===== config.mk =====
export PLATFORM = sky130hd
export DESIGN_NAME = step_ramp_generator
export DESIGN_NICKNAME = d
export VERILOG_FILES = /design/src/rtl/step_ramp_generator.sv
export SDC_FILE = /design/constraint.sdc
export NUM_CORES = 2
export LEC_CHECK = 0
export CAP_MARGIN = 20
export CORE_MARGIN = 2
export CORE_UTILIZATION = 45
export CTS_CLUSTER_DIAMETER = 100
export DETAILED_ROUTE_END_ITERATION = 10
export SYNTH_ARGS = -nofsm -noshare
export SYNTH_HDL_FRONTEND = slang
export SYNTH_SLANG_ARGS = --single-unit

===== constraint.sdc =====
create_clock -name csi_MCLK_clk -period 19.01 [get_ports csi_MCLK_clk]
set_input_delay 3.802 -clock csi_MCLK_clk [delete_from_list [all_inputs] [get_ports csi_MCLK_clk]]
set_output_delay 3.802 -clock csi_MCLK_clk [all_outputs]
set_load 0.02 [all_outputs]

===== src/rtl/step_ramp_generator.sv =====
`default_nettype none
// ============================================================================
// Module   : step_ramp_generator
// Function : Avalon-MM step/direction pulse generator with a trapezoidal ramp
//            profile, signed position counter and move-done interrupt.
// Revision : 1.0
// ============================================================================
module step_ramp_generator #(
  parameter int PULSE_W = 4
) (
  input  logic        csi_MCLK_clk,
  input  logic        rsi_MRST_reset,
  input  logic [2:0]  avs_ctrl_address,
  input  logic        avs_ctrl_write,
  input  logic [31:0] avs_ctrl_writedata,
  input  logic [3:0]  avs_ctrl_byteenable,
  input  logic        avs_ctrl_read,
  output logic [31:0] avs_ctrl_readdata,
  output logic        avs_ctrl_waitrequest,
  output logic        step,
  output logic        forward_back,
  output logic        on_off,
  output logic        irq
);

  localparam logic [31:0] c_P_FLOOR = 32'(2 * PULSE_W);
  localparam logic [31:0] c_PULSE_W = 32'(PULSE_W);

  localparam logic [1:0] c_IDLE   = 2'd0;
  localparam logic [1:0] c_ACCEL  = 2'd1;
  localparam logic [1:0] c_CRUISE = 2'd2;
  localparam logic [1:0] c_DECEL  = 2'd3;

  // Programming registers
  logic        r_dir, r_enable, r_irq_en;
  logic [31:0] r_target, r_p_start, r_p_min, r_p_dec;
  // Move parameters frozen at START
  logic [31:0] r_sh_p_start, r_sh_p_min, r_sh_p_dec;
  // Move datapath
  logic [1:0]  r_state;
  logic [31:0] r_p, r_cnt, r_acc, r_rem;
  logic        r_done, r_aborted;
  logic signed [31:0] r_pos;
  // Registered outputs
  logic        r_step, r_fwd, r_irq;
  logic [31:0] r_rdata;

  logic [1:0]  w_state_nxt;
  logic [31:0] w_p_nxt, w_cnt_nxt, w_acc_nxt, w_rem_nxt;
  logic        w_done_nxt, w_aborted_nxt;
  logic [31:0] w_rem_dec, w_acc_inc, w_p_down, w_p_up;
  logic [32:0] w_p_sum;
  logic        w_step_nxt, w_irq_en_nxt, w_irq_nxt;
  logic signed [31:0] w_pos_nxt;
  logic [31:0] w_rdata;

  function automatic logic [31:0] f_merge(input logic [31:0] old_v,
                                          input logic [31:0] new_v,
                                          input logic [3:0]  be);
    logic [31:0] res;
    res = old_v;
    for (int i = 0; i < 4; i++) begin
      if (be[i]) res[8*i +: 8] = new_v[8*i +: 8];
    end
    return res;
  endfunction

  function automatic logic [31:0] f_floor(input logic [31:0] v);
    return (v < c_P_FLOOR) ? c_P_FLOOR : v;
  endfunction

  logic w_wr_ctrl, w_wr_status, w_busy, w_start, w_abort;

  assign w_wr_ctrl   = avs_ctrl_write && (avs_ctrl_address == 3'd0);
  assign w_wr_status = avs_ctrl_write && (avs_ctrl_address == 3'd5);
  assign w_busy      = (r_state != c_IDLE);
  // Clearing ENABLE mid-move is an abort; ABORT in the START write wins.
  assign w_abort     = w_wr_ctrl && w_busy &&
                       (avs_ctrl_writedata[1] || !avs_ctrl_writedata[3]);
  assign w_start     = w_wr_ctrl && !w_busy && avs_ctrl_writedata[0] &&
                       !avs_ctrl_writedata[1] && avs_ctrl_writedata[3];

  // State register, datapath and output registers
  always_ff @(posedge csi_MCLK_clk or posedge rsi_MRST_reset) begin
    if (rsi_MRST_reset) begin
      r_dir        <= 1'b0;
      r_enable     <= 1'b0;
      r_irq_en     <= 1'b0;
      r_target     <= '0;
      r_p_start    <= '0;
      r_p_min      <= '0;
      r_p_dec      <= '0;
      r_sh_p_start <= '0;
      r_sh_p_min   <= '0;
      r_sh_p_dec   <= '0;
      r_state      <= c_IDLE;
      r_p          <= '0;
      r_cnt        <= '0;
      r_acc        <= '0;
      r_rem        <= '0;
      r_done       <= 1'b0;
      r_aborted    <= 1'b0;
      r_pos        <= '0;
      r_step       <= 1'b0;
      r_fwd        <= 1'b0;
      r_irq        <= 1'b0;
      r_rdata      <= '0;
    end else begin
      if (w_wr_ctrl) begin
        r_dir    <= avs_ctrl_writedata[2];
        r_enable <= avs_ctrl_writedata[3];
        r_irq_en <= avs_ctrl_writedata[4];
      end
      if (avs_ctrl_write) begin
        case (avs_ctrl_address)
          3'd1:    r_target  <= f_merge(r_target,  avs_ctrl_writedata, avs_ctrl_byteenable);
          3'd2:    r_p_start <= f_merge(r_p_start, avs_ctrl_writedata, avs_ctrl_byteenable);
          3'd3:    r_p_min   <= f_merge(r_p_min,   avs_ctrl_writedata, avs_ctrl_byteenable);
          3'd4:    r_p_dec   <= f_merge(r_p_dec,   avs_ctrl_writedata, avs_ctrl_byteenable);
          default: ;
        endcase
      end
      if (w_start) begin
        r_sh_p_start <= f_floor(r_p_start);
        r_sh_p_min   <= f_floor(r_p_min);
        r_sh_p_dec   <= r_p_dec;
        r_fwd        <= avs_ctrl_writedata[2];
      end
      r_state   <= w_state_nxt;
      r_p       <= w_p_nxt;
      r_cnt     <= w_cnt_nxt;
      r_acc     <= w_acc_nxt;
      r_rem     <= w_rem_nxt;
      r_done    <= w_done_nxt;
      r_aborted <= w_aborted_nxt;
      r_pos     <= w_pos_nxt;
      r_step    <= w_step_nxt;
      r_irq     <= w_irq_nxt;
      if (avs_ctrl_read) r_rdata <= w_rdata;
    end
  end

  // Next-state logic
  always_comb begin
    w_state_nxt   = r_state;
    w_p_nxt       = r_p;
    w_cnt_nxt     = r_cnt;
    w_acc_nxt     = r_acc;
    w_rem_nxt     = r_rem;
    w_done_nxt    = r_done;
    w_aborted_nxt = r_aborted;
    w_rem_dec     = r_rem - 32'd1;
    w_acc_inc     = r_acc + 32'd1;
    w_p_down      = (r_p > r_sh_p_dec) ? (r_p - r_sh_p_dec) : 32'd0;
    w_p_sum       = {1'b0, r_p} + {1'b0, r_sh_p_dec};
    w_p_up        = (w_p_sum > {1'b0, r_sh_p_start}) ? r_sh_p_start : w_p_sum[31:0];

    if (w_wr_status && avs_ctrl_writedata[1]) w_done_nxt = 1'b0;

    if (w_abort) begin
      w_state_nxt   = c_IDLE;
      w_aborted_nxt = 1'b1;
    end else if (w_start) begin
      w_rem_nxt     = r_target;
      w_acc_nxt     = '0;
      w_cnt_nxt     = '0;
      w_p_nxt       = f_floor(r_p_start);
      w_done_nxt    = 1'b0;
      w_aborted_nxt = 1'b0;
      if (r_target == 32'd0) begin
        w_state_nxt = c_IDLE;
        w_done_nxt  = 1'b1;
      end else if (f_floor(r_p_start) <= f_floor(r_p_min)) begin
        w_state_nxt = c_CRUISE;
      end else begin
        w_state_nxt = c_ACCEL;
      end
    end else if (w_busy) begin
      if (r_cnt == r_p - 32'd1) begin
        w_cnt_nxt = '0;
        w_rem_nxt = w_rem_dec;
        if (r_state == c_ACCEL) w_acc_nxt = w_acc_inc;
        if (w_rem_dec == 32'd0) begin
          w_state_nxt = c_IDLE;
          w_done_nxt  = 1'b1;
        end else begin
          case (r_state)
            c_ACCEL: begin
              // Decelerate once the remaining steps match those spent speeding up
              if (w_rem_dec <= w_acc_inc) begin
                w_state_nxt = c_DECEL;
              end else if (w_p_down <= r_sh_p_min) begin
                w_state_nxt = c_CRUISE;
                w_p_nxt     = r_sh_p_min;
              end else begin
                w_p_nxt = w_p_down;
              end
            end
            c_CRUISE: begin
              if (w_rem_dec <= r_acc) begin
                w_state_nxt = c_DECEL;
                w_p_nxt     = w_p_up;
              end
            end
            c_DECEL:  w_p_nxt = w_p_up;
            default:  ;
          endcase
        end
      end else begin
        w_cnt_nxt = r_cnt + 32'd1;
      end
    end
  end

  // Output logic
  always_comb begin
    w_step_nxt   = w_busy && !w_abort && (r_cnt < c_PULSE_W);
    w_pos_nxt    = r_pos;
    if (w_step_nxt && (r_cnt == 32'd0)) begin
      w_pos_nxt = r_fwd ? (r_pos + 32'sd1) : (r_pos - 32'sd1);
    end
    w_irq_en_nxt = w_wr_ctrl ? avs_ctrl_writedata[4] : r_irq_en;
    w_irq_nxt    = w_done_nxt && w_irq_en_nxt;
    case (avs_ctrl_address)
      3'd0:    w_rdata = {27'b0, r_irq_en, r_enable, r_dir, 2'b0};
      3'd5:    w_rdata = {28'b0, r_aborted, w_busy, r_done, w_busy};
      3'd6:    w_rdata = r_pos;
      3'd7:    w_rdata = r_rem;
      default: w_rdata = '0;
    endcase
  end

  assign avs_ctrl_readdata    = r_rdata;
  assign avs_ctrl_waitrequest = 1'b0;
  assign step                 = r_step;
  assign forward_back         = r_fwd;
  assign on_off               = r_enable;
  assign irq                  = r_irq;

endmodule
`default_nettype wire


### Word level (Yosys, flattened, before mapping)

Index checks and enable logic that the tools add are counted.

* register bits: 426
* input bits: 43
* word-level logic and storage cells: 165

* add/sub/neg operators: 8
* $lt $le $gt $ge: 9
* eq/ne operators: 16
* multiplexer cells: 45
* bitwise operators: 1
* reduce and logical (&&, ||, !) cells: 52

Operators by type and width (count)
* $mux W32: 22
* $le A32 B32 Y1: 4
* $pmux W32 S4: 1
* $logic_not A32 Y1: 3
* $pmux W32 S3: 1
* $add A32 B1 Y32 const B: 2
* $lt A32 B4 Y1 const B: 2
* $sub A32 B1 Y32 const B: 2
* $reduce_and A3 Y1: 17
* $add A32 B32 Y33: 1
* $gt A33 B32 Y1: 1
* $add A32 B2 Y32 const B: 1
* $eq A32 B32 Y1: 1
* $gt A32 B32 Y1: 1
* $lt A32 B3 Y1 const B: 1
* $sub A32 B2 Y32 const B: 1
* $sub A32 B32 Y32: 1
* $mux W2: 10
* $logic_and A1 B1 Y1: 13
* $eq A3 B3 Y1 const B: 4
* $mux W1: 10
* $reduce_bool A2 Y1: 5
* $reduce_and A7 Y1: 1
* $eq A3 B2 Y1 const B: 2
* 18 further kinds: 24

### Longest topological paths before layout

* word-level depth: 11
* depth in mapped cells: 28
* mapped depth without buffers: 23

### Worst setup path before layout

OpenSTA, ideal clock, no wires.

* path type: input to register
* start: input avs_ctrl_address[2]
* end: register r_cnt[30]
* setup time: 119 ps
* data arrival time: 6246 ps
* required time: 18891 ps
* slack: 12645 ps
* stages on the path: 11
* path through: nor4b_1 > nand2_1 > a21oi_1 > buf_2 > and3_1 > nor2b_1 > nand2_1 > nor2_1 > and4_1 > xnor2_1 > nor2_1

* longest elaborated chain between the ends: 8
* elaborated cells between the ends (all ways): 12
* classes of those cells: 1 x mux; 1 x bitwise; 10 x reduce/logical

Ends and longest elaborated chain
* start: declaration: line 13 `input logic [2:0] avs_ctrl_address,`
* $logic_not A3 Y1 *: line 74 `assign w_wr_ctrl = avs_ctrl_write && (avs_ctrl_address == 3'd0);`
* $logic_and A1 B1 Y1 *: line 74
* $logic_and A1 B1 Y1 (3 in series): line 80 `assign w_start = w_wr_ctrl && !w_busy && avs_ctrl_writedata[0] &&`
* $logic_and A1 B1 Y1: line 81 `!avs_ctrl_writedata[1] && avs_ctrl_writedata[3];`
* $reduce_bool A2 Y1 (no line)
* $reduce_and A2 Y1 (no line)
* end signal: assignment: line 131 `r_cnt <= w_cnt_nxt;`
* end: declaration: line 41 `logic [31:0] r_p, r_cnt, r_acc, r_rem;`

Mark *: on every way between the ends. The rest lies on a longest branch, timed or not.
A chain may end at the register's enable or synchronous reset.

### Worst setup path after layout

* start: input avs_ctrl_address[0]
* end: register r_p[17]

* longest elaborated chain between the ends: 8
* elaborated cells between the ends (all ways): 17
* classes of those cells: 3 x eq/ne; 1 x mux; 1 x bitwise; 12 x reduce/logical

Ends and longest elaborated chain
* $logic_not A3 Y1 *: line 74
* $logic_and A1 B1 Y1 *: line 74
* $logic_and A1 B1 Y1 (3 in series): line 80
* $logic_and A1 B1 Y1: line 81
* $ne A3 B3 Y1 (no line), or another cell as far along
* $reduce_and A7 Y1 (no line)
* end signal: assignment: line 130 `r_p <= w_p_nxt;`
* end: declaration: line 41

Marked as above.

==> impl_metrics.toml <==
[outcome]
status = "finished clean"

[timing]
maxSlewViolCount = 0
setup_viol_count_final = 0
finClkSkew_ns = 0.0319
rsz0062_at_grt = "false"
finalHoldViolCount = 0
fin_tns_setup_ns = 0
tightest_slew_ns = 1.21
period_needed_ns = 7.83
slew_headroom_pct = 19.2
timing.fmax_ghz = 0.128
whs_ns = 0.476
finalCritPeriodShare_pct = 41.2

[drt]
dr_total_vias = 25900
ant_nets = 0
wl_per_cell_um = 23.1
drc = 0
routed_via_density = 6.06
first_pass_iters = 6
first_iter_violations = 2560
wl_mm = 98.9

[global_route]
grtUsageTotal_pct = 28.9
antenna_found_initial = 1
grt_pass1_vias = 24700
grt_overflow_total = 0
grt_max_degree = 128
grt_pass1_wl_mm = 152

[yosys]
synth_cells = 3380
synth_nets = 3686
avgSynthCellArea_sq_um = 8.81
synth_top_cells_by_count = "dfrtp_1 (426), nand2_1 (332), o21ai_0 (269), ha_1 (260), inv_1 (252)"
yosys.area.top_type = "dfrtp_1"
async_flop_share_pct = 100
synth_cell_types = 86
yosysMostFrequentCell = "dfrtp_1"
synth.area.top_cells = "dfrtp_1 (36%), ha_1 (11%), mux2_2 (5.5%)"
yosys_warnings = 0
ys_seq_area_share_pct = 35.8
syn-cell-area_sq_mm = 0.0298
synth-edff-count = 0
synth_top_flop_cell = "dfrtp_1"
ys_seq_elements = 426
synth_top_area_share_pct = 35.8

[worst_setup_path]
cp_slowest_cell = "buf_4"
worstPathRequired_ns = 19.51
critical_path.cell_chain = "clkdlybuf4s50_1 > nor4b_1 > buf_4 > nand2_1 > nor4_4 > buf_4 > buf_4 > or2_2 > nand3_2 > o41ai_1"
critPathKind = "in -> reg"
cpMostUsedCell = "buf_4"
reg2reg_from = "r_p[0]"
cp-start-kind = "primary input"
end_kind = "register"
r2r_end = "r_p[8]"
cp_max_fo = 105
arrival_ns = 8.32
r2r_slack_ns = 11.46
worstRegToRegCells = 22
max_stage_delay_ns = 0.86

[clock_network]
post_cts.repair.setup_buffers = 0
clk_pin_slew_worst_paths_ns = 0.06
cts_sinks = 426
clock_latency_ns = 0.63
cts_buffers = 51
ctsHtreeMaxLevel = 2
cts_resized = 0
cts_tree = "done"
cts_buffer_depth = 3
cts_root_buf = "clkbuf_16"
ctsHoldBuffers = 0

[floorplan]
dieWidth_um = 261
die_h_um = 261
coreArea_sq_mm = 0.0656
initial_core_util_pct = 45.4
dieArea_sq_mm = 0.0683
top_level_ports = 80
rows = 94

[cells_and_area]
final_cells = 4277
area_growth_syn_to_layout_pct = 11.2
fillers = 6199
postLayoutCoreUtil_pct = 50.5
drive_above_1_share_pct = 8.68
final_nets = 3675

[min_path]
whs_endpoint = "r_acc[26]"
hp-start = "r_acc[26]"
min_path_type = "reg -> reg"
hold_depth = 2

[placed_design]
gp_congestion = 0.974
dp_cells = 4175
post-dp-hpwl_mm = 75.4
io_buffers = 78

[power_and_ir_drop]
p_per_area_mw_per_mm2 = 168
finalPower_mw = 5.58
p_leak_nw = 14.9
peakVddDrop_v = 0.000134

[job]
drv_cap = 0
## routing by layer
metal | global-route usage, % | up-vias | wire, um | part of all wire (%)
met1 | 43.3 | 12800 | 46700 | 47
met3 | 4.68 | 161 | 7140 | 7.2
met2 | 42.6 | 895 | 42100 | 43
met4 | 8.74 | 2 | 2890 | 2.9
li1 | - | 12100 | - | -
met5 | 0 | - | 13 | 0.013
## where the power goes
group | internal, mW | switching (mW) | leakage [nW] | total (mW)
combinational | 1.23 | 1.84 | 8.58 | 3.07
sequential | 1.10 | 0.308 | 5.36 | 1.41
clock | 0.673 | 0.432 | 0.919 | 1.10
## worst max-delay path by stage
| stage | from | to | slack [ns] |
|---|---|---|---|
| 2_1_floorplan | rsi_MRST_reset | avs_ctrl_readdata[0] | 3.35 |
| 3_3_place_gp | avs_ctrl_address[0] | r_p[15] | 10.73 |
| 3_5_place_dp | avs_ctrl_address[0] | r_p[17] | 10.59 |
| 4_1_cts | avs_ctrl_address[0] | r_p[17] | 11.24 |
| 5_1_grt | avs_ctrl_address[0] | r_p[17] | 10.82 |
| 6_report | avs_ctrl_address[0] | r_p[17] | 11.18 |
## critical path, delay by kind of cell
kind                   cells  cell delay (ns)
buffers and inverters      4             2.32
and+or+nand+nor            5             1.62
AOI/OAI and AO/OA          1             0.52
## cell usage in the layout, fill, tap and decap left out, types with 77 or more instances in the layout
master,Yosys,routed
a21oi_1,194,194
clkdlybuf4s50_1,0,78
dfrtp_1,426,426
ha_1,260,260
inv_1,252,251
mux2_2,146,146
nand2_1,332,331
nor2_1,236,234
o21ai_0,269,269
xnor2_1,128,128
xor2_1,77,77
## registers in the layout, summed over array words and instances, names as in the netlist, 2 cells and up
register and cells:
r_rem 32, r_p 32, r_sh_p_dec 32, r_acc 32, r_state 2, r_sh_p_start 32
r_p_dec 32, r_sh_p_min 32, r_cnt 32, r_p_start 32, r_pos 32, avs_ctrl_readdata 32
r_target 32, r_p_min 32
## kinds of logic after synthesis
group / after synthesis / synth area share (%)
AOI/OAI and AO/OA: 871 / 18.3
buffers and inverters: 425 / 5.59
muxes: 185 / 6.83
xor gates and xnor gates: 205 / 6.03
DFF: 426 / 35.8
adders and majority gates: 263 / 11.1
and+or+nand+nor: 1004 / 16.3
other: 1 / 0.0126
## per-stage QoR
step                      area [sq um]  setup WS (ns)
after floorplan                  29800           3.35
after global placement           31200          10.73
after detailed placement         31200          10.59
after CTS                        33000          11.24
after global routing             33100          10.82
final                            33100          11.18
## cell type report
cell class                      count  area, sq um  share of cell area [%]
Inverter                          253          957                    2.89
Timing Repair Buffer              108         1030                    3.12
Multi-Input combinational cell   2529        17500                    52.8
Antenna cell                        2         5.00                  0.0151
Clock buffer                       68         1440                    4.35
Sequential cell                   426        10700                    32.2
Tap cell                          864         1080                    3.26
Clock inverter                     27          448                    1.35
(Power assumes the default switching activity.)
